### config.mk
export PLATFORM = sky130hd
export DESIGN_NAME = stack_driver
export DESIGN_NICKNAME = d
export VERILOG_FILES = /design/src/rtl/stack_driver.sv
export SDC_FILE = /design/constraint.sdc
export NUM_CORES = 1
export LEC_CHECK = 0
export BUFFER_PORTS_ARGS = -buffer_cell sky130_fd_sc_hd__clkbuf_2
export CAP_MARGIN = 25
export CORE_MARGIN = 3
export CORE_UTILIZATION = 55
export CTS_BUF_LIST = sky130_fd_sc_hd__clkbuf_4 sky130_fd_sc_hd__clkbuf_8 sky130_fd_sc_hd__clkbuf_16
export CTS_CLUSTER_DIAMETER = 80
export DETAILED_ROUTE_END_ITERATION = 16
export PLACE_DENSITY = 0.79
export SLEW_MARGIN = 20
export SYNTH_ARGS = -nofsm -noshare
export SYNTH_HDL_FRONTEND = slang
export SYNTH_SLANG_ARGS = --single-unit
### constraint.sdc
create_clock -name CLK -period 3.1 [get_ports CLK]
set_input_delay 0.155 -clock CLK [delete_from_list [all_inputs] [get_ports CLK]]
set_output_delay 0.155 -clock CLK [all_outputs]
set_load 0.05 [all_outputs]
### src/rtl/stack_driver.sv
// Request/response front end for an external 4-bit-wide hardware stack.
// Translates PUSH/POP/PEEK/ADD/SUB/CLEAR requests into stack bus cycles.
module stack_driver #(
    parameter int unsigned DEPTH = 5
) (
    input  logic       CLK,
    input  logic       RESET,
    input  logic       REQ_VALID,
    output logic       REQ_READY,
    input  logic [2:0] REQ_OP,
    input  logic [3:0] REQ_DATA,
    input  logic [2:0] REQ_INDEX,
    output logic       RSP_VALID,
    output logic [3:0] RSP_DATA,
    output logic       RSP_ERR,
    output logic [3:0] DEPTH_CNT,
    output logic [1:0] S_COMMAND,
    output logic [2:0] S_INDEX,
    output logic [3:0] S_DATA,
    output logic       S_RESET,
    input  logic [3:0] S_RDATA
);

    typedef enum logic [2:0] {
        ST_IDLE, ST_ISSUE, ST_POP_A, ST_POP_B, ST_CAPTURE, ST_PUSH_R, ST_RESP
    } state_e;

    typedef enum logic [2:0] {
        OP_PUSH  = 3'b000,
        OP_POP   = 3'b001,
        OP_PEEK  = 3'b010,
        OP_ADD   = 3'b011,
        OP_SUB   = 3'b100,
        OP_CLEAR = 3'b101
    } op_e;

    typedef enum logic [1:0] {
        CMD_NOP = 2'b00, CMD_PUSH = 2'b01, CMD_POP = 2'b10, CMD_GET = 2'b11
    } cmd_e;

    localparam logic [3:0] DEPTH_L = 4'(DEPTH);

    state_e     r_state, w_state;
    logic [2:0] r_op, w_op;
    logic [3:0] r_a, w_a;
    logic       r_ready, w_ready;
    logic       r_rsp_valid, w_rsp_valid;
    logic [3:0] r_rsp_data, w_rsp_data;
    logic       r_rsp_err, w_rsp_err;
    logic [3:0] r_depth, w_depth;
    cmd_e       r_scmd, w_scmd;
    logic [2:0] r_sidx, w_sidx;
    logic [3:0] r_sdata, w_sdata;
    logic       r_sreset, w_sreset;

    logic       w_accept;
    logic       w_err;
    logic [3:0] w_result;

    assign w_accept = REQ_VALID && r_ready;
    // b is the entry arriving now, a was popped first (the old top)
    assign w_result = (r_op == OP_ADD) ? (S_RDATA + r_a) : (S_RDATA - r_a);

    always_comb begin
        w_err = 1'b0;
        case (REQ_OP)
            OP_PUSH:          w_err = (r_depth >= DEPTH_L);
            OP_POP:           w_err = (r_depth == 4'd0);
            OP_PEEK:          w_err = ({1'b0, REQ_INDEX} >= r_depth);
            OP_ADD, OP_SUB:   w_err = (r_depth < 4'd2);
            OP_CLEAR:         w_err = 1'b0;
            default:          w_err = 1'b1;
        endcase
    end

    always_comb begin
        w_state     = r_state;
        w_op        = r_op;
        w_a         = r_a;
        w_rsp_valid = 1'b0;
        w_rsp_err   = 1'b0;
        w_rsp_data  = r_rsp_data;
        w_depth     = r_depth;
        w_scmd      = CMD_NOP;
        w_sidx      = r_sidx;
        w_sdata     = r_sdata;
        w_sreset    = 1'b0;

        case (r_state)
            ST_IDLE: begin
                if (w_accept) begin
                    w_op = REQ_OP;
                    if (w_err) begin
                        w_rsp_valid = 1'b1;
                        w_rsp_err   = 1'b1;
                        w_rsp_data  = '0;
                        w_state     = ST_RESP;
                    end else begin
                        case (REQ_OP)
                            OP_PUSH: begin
                                w_scmd  = CMD_PUSH;
                                w_sdata = REQ_DATA;
                                w_state = ST_ISSUE;
                            end
                            OP_POP: begin
                                w_scmd  = CMD_POP;
                                w_state = ST_ISSUE;
                            end
                            OP_PEEK: begin
                                w_scmd  = CMD_GET;
                                w_sidx  = REQ_INDEX;
                                w_state = ST_ISSUE;
                            end
                            OP_ADD, OP_SUB: begin
                                w_scmd  = CMD_POP;
                                w_state = ST_POP_A;
                            end
                            default: begin
                                w_sreset = 1'b1;
                                w_state  = ST_ISSUE;
                            end
                        endcase
                    end
                end
            end
            ST_ISSUE: begin
                case (r_op)
                    OP_PUSH: begin
                        w_depth     = r_depth + 4'd1;
                        w_rsp_valid = 1'b1;
                        w_rsp_data  = r_sdata;
                        w_state     = ST_RESP;
                    end
                    OP_POP: begin
                        w_depth = r_depth - 4'd1;
                        w_state = ST_CAPTURE;
                    end
                    OP_PEEK: begin
                        w_state = ST_CAPTURE;
                    end
                    default: begin
                        w_depth     = '0;
                        w_rsp_valid = 1'b1;
                        w_rsp_data  = '0;
                        w_state     = ST_RESP;
                    end
                endcase
            end
            ST_POP_A: begin
                w_depth = r_depth - 4'd1;
                w_scmd  = CMD_POP;
                w_state = ST_POP_B;
            end
            ST_POP_B: begin
                w_depth = r_depth - 4'd1;
                w_a     = S_RDATA;
                w_state = ST_CAPTURE;
            end
            ST_CAPTURE: begin
                if (r_op == OP_ADD || r_op == OP_SUB) begin
                    w_scmd  = CMD_PUSH;
                    w_sdata = w_result;
                    w_state = ST_PUSH_R;
                end else begin
                    w_rsp_valid = 1'b1;
                    w_rsp_data  = S_RDATA;
                    w_state     = ST_RESP;
                end
            end
            ST_PUSH_R: begin
                w_depth     = r_depth + 4'd1;
                w_rsp_valid = 1'b1;
                w_rsp_data  = r_sdata;
                w_state     = ST_RESP;
            end
            ST_RESP: begin
                w_state = ST_IDLE;
            end
            default: begin
                w_state = ST_IDLE;
            end
        endcase

        // Ready waits one extra edge after any stack clear has been released
        w_ready = (w_state == ST_IDLE) && !r_sreset && !w_sreset;
    end

    always_ff @(posedge CLK or negedge RESET) begin
        if (!RESET) begin
            r_state     <= ST_IDLE;
            r_op        <= '0;
            r_a         <= '0;
            r_ready     <= 1'b0;
            r_rsp_valid <= 1'b0;
            r_rsp_data  <= '0;
            r_rsp_err   <= 1'b0;
            r_depth     <= '0;
            r_scmd      <= CMD_NOP;
            r_sidx      <= '0;
            r_sdata     <= '0;
            r_sreset    <= 1'b1;
        end else begin
            r_state     <= w_state;
            r_op        <= w_op;
            r_a         <= w_a;
            r_ready     <= w_ready;
            r_rsp_valid <= w_rsp_valid;
            r_rsp_data  <= w_rsp_data;
            r_rsp_err   <= w_rsp_err;
            r_depth     <= w_depth;
            r_scmd      <= w_scmd;
            r_sidx      <= w_sidx;
            r_sdata     <= w_sdata;
            r_sreset    <= w_sreset;
        end
    end

    assign REQ_READY = r_ready;
    assign RSP_VALID = r_rsp_valid;
    assign RSP_DATA  = r_rsp_data;
    assign RSP_ERR   = r_rsp_err;
    assign DEPTH_CNT = r_depth;
    assign S_COMMAND = r_scmd;
    assign S_INDEX   = r_sidx;
    assign S_DATA    = r_sdata;
    assign S_RESET   = r_sreset;

endmodule

==> metrics.cfg, run 1 <==
[run_status]
status = finished, final reports clean

[logic_synthesis]
ys_warn_count = 0
synth-edff-count = 0
synthesis.area_mm2 = 0.002054
avgSynthCellArea_um2 = 9.691
synth_cell_types = 56
ys_ff_latch = 31
ys.flop_type = dfrtp_1
synth_seq_area_share_pct = 37.82
yosysTopAreaCell = dfrtp_1
synthCells = 212
synth_fp_nets = 241
yosysTopAreaCellShare_pct = 36.54
async_flop_share_pct = 100.0
ys_top_cells_by_area = dfrtp_1 (37%), ha_1 (6.7%), nand2_1 (4.9%), mux2_2 (4.4%), o21ai_0 (3.7%)

[job]
cap_violations = 0

[setup_path]
cp-start-kind = flop
critPathMaxStageDelay_ps = 500
rr_worst_depth = 8
critical_path_required_ps = 3330
r2r_end = S_DATA[3]
worst-path-buf-inv = 0
crit_fanout = 10
critPathSlowestCell = dfrtp_1
cp_cell_sequence = nand3b_1 > o21ai_0 > ha_1 > a21o_1 > a21oi_1 > xnor3_1 > o21ai_0 > mux2_2
cpMostUsedCell = o21ai_0
critical-path-top-delay-family = compound AO/OA/AOI/OAI gates
regToRegStartpoint = r_op[0]
critPathCaptureType = flop
arrival_ps = 2640
worstSetupPathType = flop to flop
r2r_slack_ps = 690

[worst_hold_path]
timing.hold.worst_endpoint = S_INDEX[2]
worstHoldPathCells = 2
worstHoldPathType = input port to flop
hold_start = REQ_INDEX[2]

[timing]
fmax_mhz = 414.9
rsz0062_at_grt = no
slew_violations = 0
fin_skew_ps = 3.748
period_minus_slack_ps = 2410
tightest_slew_ps = 769.3
fin_tns_setup_ps = 0
slew_headroom_pct = 48.71
period_share_pct = 77.75
final_hold_viol_count = 0
finalSetupViolCount = 0

[clock_network]
clock_latency_ps = 290
clock-root-buffer = clkbuf_8
numCtsBuffers = 5
cts_buffer_depth = 2
htreeDepth = 2
cts_tree = done
clkSlewWorstSetupHoldPaths_ps = 60
cts_sinks = 31

[power_and_ir_drop]
p_leak_nw = 1.128
power_frac_seq_pct = 30.2
swShare_pct = 49.51
power_mw = 2.664
combinationalPowerShare_pct = 57.7
switching_power_mw = 1.319
power.internal_mw = 1.345
clockPowerShare_pct = 12.2
p_per_area_mw_per_mm2 = 1137
ir_drop_uv = 610.7

[detailed_routing]
antenna_left = 0
routedWlPerCell_um = 14.46
dr.first_iter.drc_count = 85
drc = 0
vias = 1669
wl_mm = 4.279
routed_via_density = 5.639
first_pass_iters = 4

[die]
rows = 21
die_h_um = 67.12
start_util_pct = 59.24
die_w_um = 67.12
fp.coreArea_mm2 = 0.003468
design.die.area_mm2 = 0.004504
pin_count = 38

[place]
hpwl_mm = 3.243
postPlaceCellArea_mm2 = 0.002245
place_congestion = 0.7972
dp_cells = 287
io_buffers = 37

[final_layout]
num_antenna_cells = 0
instances_no_fill = 296
multi_input_area_mm2 = 0.001169
syn_to_final_growth_pct = 14.07
final_common_cell = clkbuf_2
design_area_mm2 = 0.002344
layout_common_cells = clkbuf_2 (37), dfrtp_1 (30), nand2_1 (27)
ff_latch_area_um2 = 777.0
final_nets = 278
fill_cells = 294
drive_gt1_share_pct = 26.80

[grt]
grt_pass1_wl_mm = 7.107
antenna_found_initial = 0
grt_pass1_vias = 1533
grt_max_degree = 32
grt.total_usage_pct = 21.44
overflow = 0

-- cells in the mapped netlist, drive strengths merged, types with 4 or more instances --
cell	instances
nor2b	4
dfrtp	30
a22o	5
nor3	7
nor2	8
mux2	12
nand2	27
a21oi	13
buf	7
inv	15
o21ai	16
ha	11
nand3	5
o31ai	7
-- metal layers --
layer  vias up  global-route usage [%]  share of wire [%]
li1        833                       -                  -
met1       794                   28.54                 47
met2        38                   32.76                 47
met3         4                   6.577                5.0
met4         0                   7.595                1.0
met5         -                       0                  0
-- power groups by stage --
stage	logic, mW	clock network (mW)	registers (mW)
floorplan	1.02	0	1.04
global placement	1.52	0	0.794
detailed placement	1.54	0	0.807
CTS	1.55	0.331	0.802
global route	1.71	0.347	0.838
finish	1.54	0.324	0.803
-- per-stage QoR --
stage / setup WS, ps / utilization (%) / hold WS, ps
2_1_floorplan: 761.1 / - / -140.6
3_3_place_gp: 768.6 / 64.72 / 278.9
3_5_place_dp: 701.2 / 64.72 / 268.7
4_1_cts: 681.0 / 67.57 / 104.5
5_1_grt: 507.9 / 67.57 / 111.8
6_report: 689.7 / 67.57 / 108.0
-- worst reg2reg max path, cell delays in order (launching register included) --
cell and delay, ps:
dfrtp_1 500, nand3b_1 220, o21ai_0 360, ha_1 300, a21o_1 160, a21oi_1 140
xnor3_1 380, o21ai_0 140, mux2_2 160
-- worst max path at each step --
stage / from / endpoint / slack [ps] / cells past startpoint
final: r_op[0] / S_DATA[3] / 690 / 8
after global placement: r_op[2] / S_DATA[3] / 770 / 8
after detailed placement: r_op[2] / S_DATA[3] / 700 / 8
after floorplan: DEPTH_CNT[2] / S_INDEX[0] / 760 / 8
after global routing: r_op[1] / S_DATA[3] / 510 / 8
after CTS: r_op[2] / S_DATA[3] / 680 / 8
-- final cells by class --
class                      count  area share (%)
timing repair buffer          38           8.329
inverter                      15           2.403
clock buffer                   7           3.577
tap                           46           2.456
clock inverter                 1          0.2136
sequential                    31           33.16
multi-input combinational    158           49.87
-- sequential cells by signal, summed over array words and instances, names as in the netlist, 2 cells and up --
signal / cells
r_a: 4
S_INDEX: 3
S_COMMAND: 2
r_state: 3
RSP_DATA: 4
S_DATA: 4
DEPTH_CNT: 4
r_op: 3
-- logic make-up after synthesis --
| family | count (synthesis) | synth area share (%) |
|---|---|---|
| and+or+nand+nor | 70 | 18.39 |
| buffers and inverters | 23 | 5.298 |
| muxes | 14 | 7.734 |
| xor gates and xnor gates | 4 | 2.375 |
| adders and majority gates | 12 | 7.674 |
| AOI/OAI and AO/OA | 58 | 20.71 |
| DFF | 31 | 37.82 |
-- what timing repair did --
action,CTS,global route
setup buffers,0,0
gates resized for setup,0,0
endpoints found under the hold margin,30,0
hold buffers,1,0
No activity file was read; power rests on OpenSTA's default activity.
==> run 2, diff against run 1 <==
==> constraint.sdc (replaced) <==
create_clock -name CLK -period 2.5 [get_ports CLK]
set_input_delay 0.125 -clock CLK [delete_from_list [all_inputs] [get_ports CLK]]
set_output_delay 0.125 -clock CLK [all_outputs]
set_load 0.05 [all_outputs]
==> run 2 against run 1 <==
Compared with the run above:
- register-to-register slack got worse by 460 ps
- core utilization increased by 1.3 points
- hold slack got worse by 31 ps
- non-clock buffer count increased by 5
- critical endpoint unchanged
==> metrics.cfg, run 2 (synthesized netlist as in run 1, its figures left out) <==
[setup_path]
r2r_end = S_DATA[3]
r2r_slack_ps = 230
crit_path_start = r_op[2]
cp_cell_sequence = nand3b_1 > o21ai_1 > ha_1 > a21o_1 > a21oi_1 > xnor3_1 > o21ai_0 > mux2_2
regToRegStartpoint = r_op[2]
crit_fanout = 8
cp-start-kind = flop
critPathSlowestCell = dfrtp_1
rr_worst_depth = 8
critPathCapture = S_DATA[3]
critPathCaptureType = flop
worstSetupPathType = flop to flop
critical_path_required_ps = 2720
critPathMaxStageDelay_ps = 440
arrival_ps = 2500

[run_status]
status = finished, final reports clean

[clock_network]
clkSlewWorstSetupHoldPaths_ps = 60
cts_buffer_depth = 2
numCtsBuffers = 5
cts_sinks = 31
clock-root-buffer = clkbuf_8
htreeDepth = 2
cts_setup_buffers = 0
cts_tree = done
clock_latency_ps = 290

[die]
design.die.area_mm2 = 0.004504
fp.coreArea_mm2 = 0.003468
die_w_um = 67.12
die_h_um = 67.12
pin_count = 38
start_util_pct = 59.24
rows = 21

[final_layout]
final_nets = 283
fill_cells = 295
num_antenna_cells = 0
layout_common_cells = clkbuf_2 (37), dfrtp_1 (29), nand2_1 (27)
final_common_cell = clkbuf_2
drive_gt1_share_pct = 28.63
syn_to_final_growth_pct = 16.26
instances_no_fill = 301

[power_and_ir_drop]
p_per_area_mw_per_mm2 = 1434
p_leak_nw = 1.154
ir_drop_uv = 818.0

[job]
cap_violations = 0

[timing]
setup_ws_ps = 225.4
rsz0062_at_grt = no
period_minus_slack_ps = 2275
fin_tns_setup_ps = 0
tightest_slew_ps = 772.0
finalSetupViolCount = 0
slew_headroom_pct = 48.54
fmax_mhz = 439.6
fin_skew_ps = 7.698
period_share_pct = 90.98
slew_violations = 0
final_hold_viol_count = 0

[detailed_routing]
wl_mm = 4.450
routedWlPerCell_um = 14.78
vias = 1705
antenna_left = 0
dr.first_iter.drc_count = 117
routed_via_density = 5.664
drc = 0
first_pass_iters = 4

[worst_hold_path]
hold_start = REQ_INDEX[2]
worstHoldPathType = input port to flop

[grt]
grt_pass1_vias = 1610
grt_max_degree = 32
grt_pass1_wl_mm = 7.300
grt.total_usage_pct = 21.56
antenna_found_initial = 0
overflow = 0

[place]
place_ws_ps = 184.2
io_buffers = 37
hpwl_mm = 3.421
place_congestion = 0.7958
dp_cells = 292

-- run 2: worst max-delay path: cells and delay by family (launching register included) --
family                     cells  cell delay [ps]
AOI/OAI and AO/OA              4              670
xor gates and xnor gates       1              380
adders and majority gates      1              260
DFF                            1              440
muxes                          1              170
and+or+nand+nor                1              290
-- run 2: metrics by stage --
step / hold WS (ps) / cell area (µm²) / power [mW] / util (%)
2_1_floorplan: -170.6 / 2054 / 2.553 / -
3_3_place_gp: 246.3 / 2282 / 2.935 / 65.80
3_5_place_dp: 236.6 / 2282 / 2.998 / 65.80
4_1_cts: 72.02 / 2387 / 3.442 / 68.83
5_1_grt: 87.66 / 2389 / 3.695 / 68.87
6_report: 77.39 / 2389 / 3.426 / 68.87
-- run 2: repair_timing --
| action | in CTS | in global routing |
|---|---|---|
| setup endpoints to repair | 0 | 1 |
| hold endpoints to repair | 30 | 0 |
| gates resized for setup | 0 | 2 |
| hold buffers | 1 | 0 |
-- run 2: worst min-delay path by stage --
| stage | depth (start not counted) | to | slack (ps) |
|---|---|---|---|
| 2_1_floorplan | 0 | DEPTH_CNT[0] | -170 |
| 3_3_place_gp | 1 | r_state[0] | 250 |
| 3_5_place_dp | 1 | REQ_READY | 240 |
| 4_1_cts | 2 | S_INDEX[0] | 70 |
| 5_1_grt | 2 | S_INDEX[0] | 90 |
| 6_report | 2 | S_INDEX[2] | 80 |
-- run 2: where the power goes --
part           switching, mW  internal, mW
Clock                  0.185         0.232
Sequential             0.241         0.711
Combinational           1.26         0.800
-- run 2: layout make-up --
class / count / area (µm²) / share of cell area (%)
clock buffers: 7 / 90.09 / 3.772
clock inverters: 1 / 5.005 / 0.2095
inverters: 15 / 56.30 / 2.357
multi-input cells: 158 / 1169 / 48.93
flip-flops and latches: 31 / 778.2 / 32.58
well taps: 46 / 57.56 / 2.410
repair buffers: 43 / 232.7 / 9.743
-- run 2: per-layer routing --
metal | routed length, µm | share of wire, % | global-route usage, % | vias to the layer above
met5 | 0 | 0 | 0 | -
met4 | 60 | 1.3 | 7.595 | 0
met3 | 216 | 4.9 | 5.059 | 7
met2 | 2091 | 47 | 33.62 | 43
met1 | 2082 | 47 | 29.08 | 809
li1 | - | - | - | 846
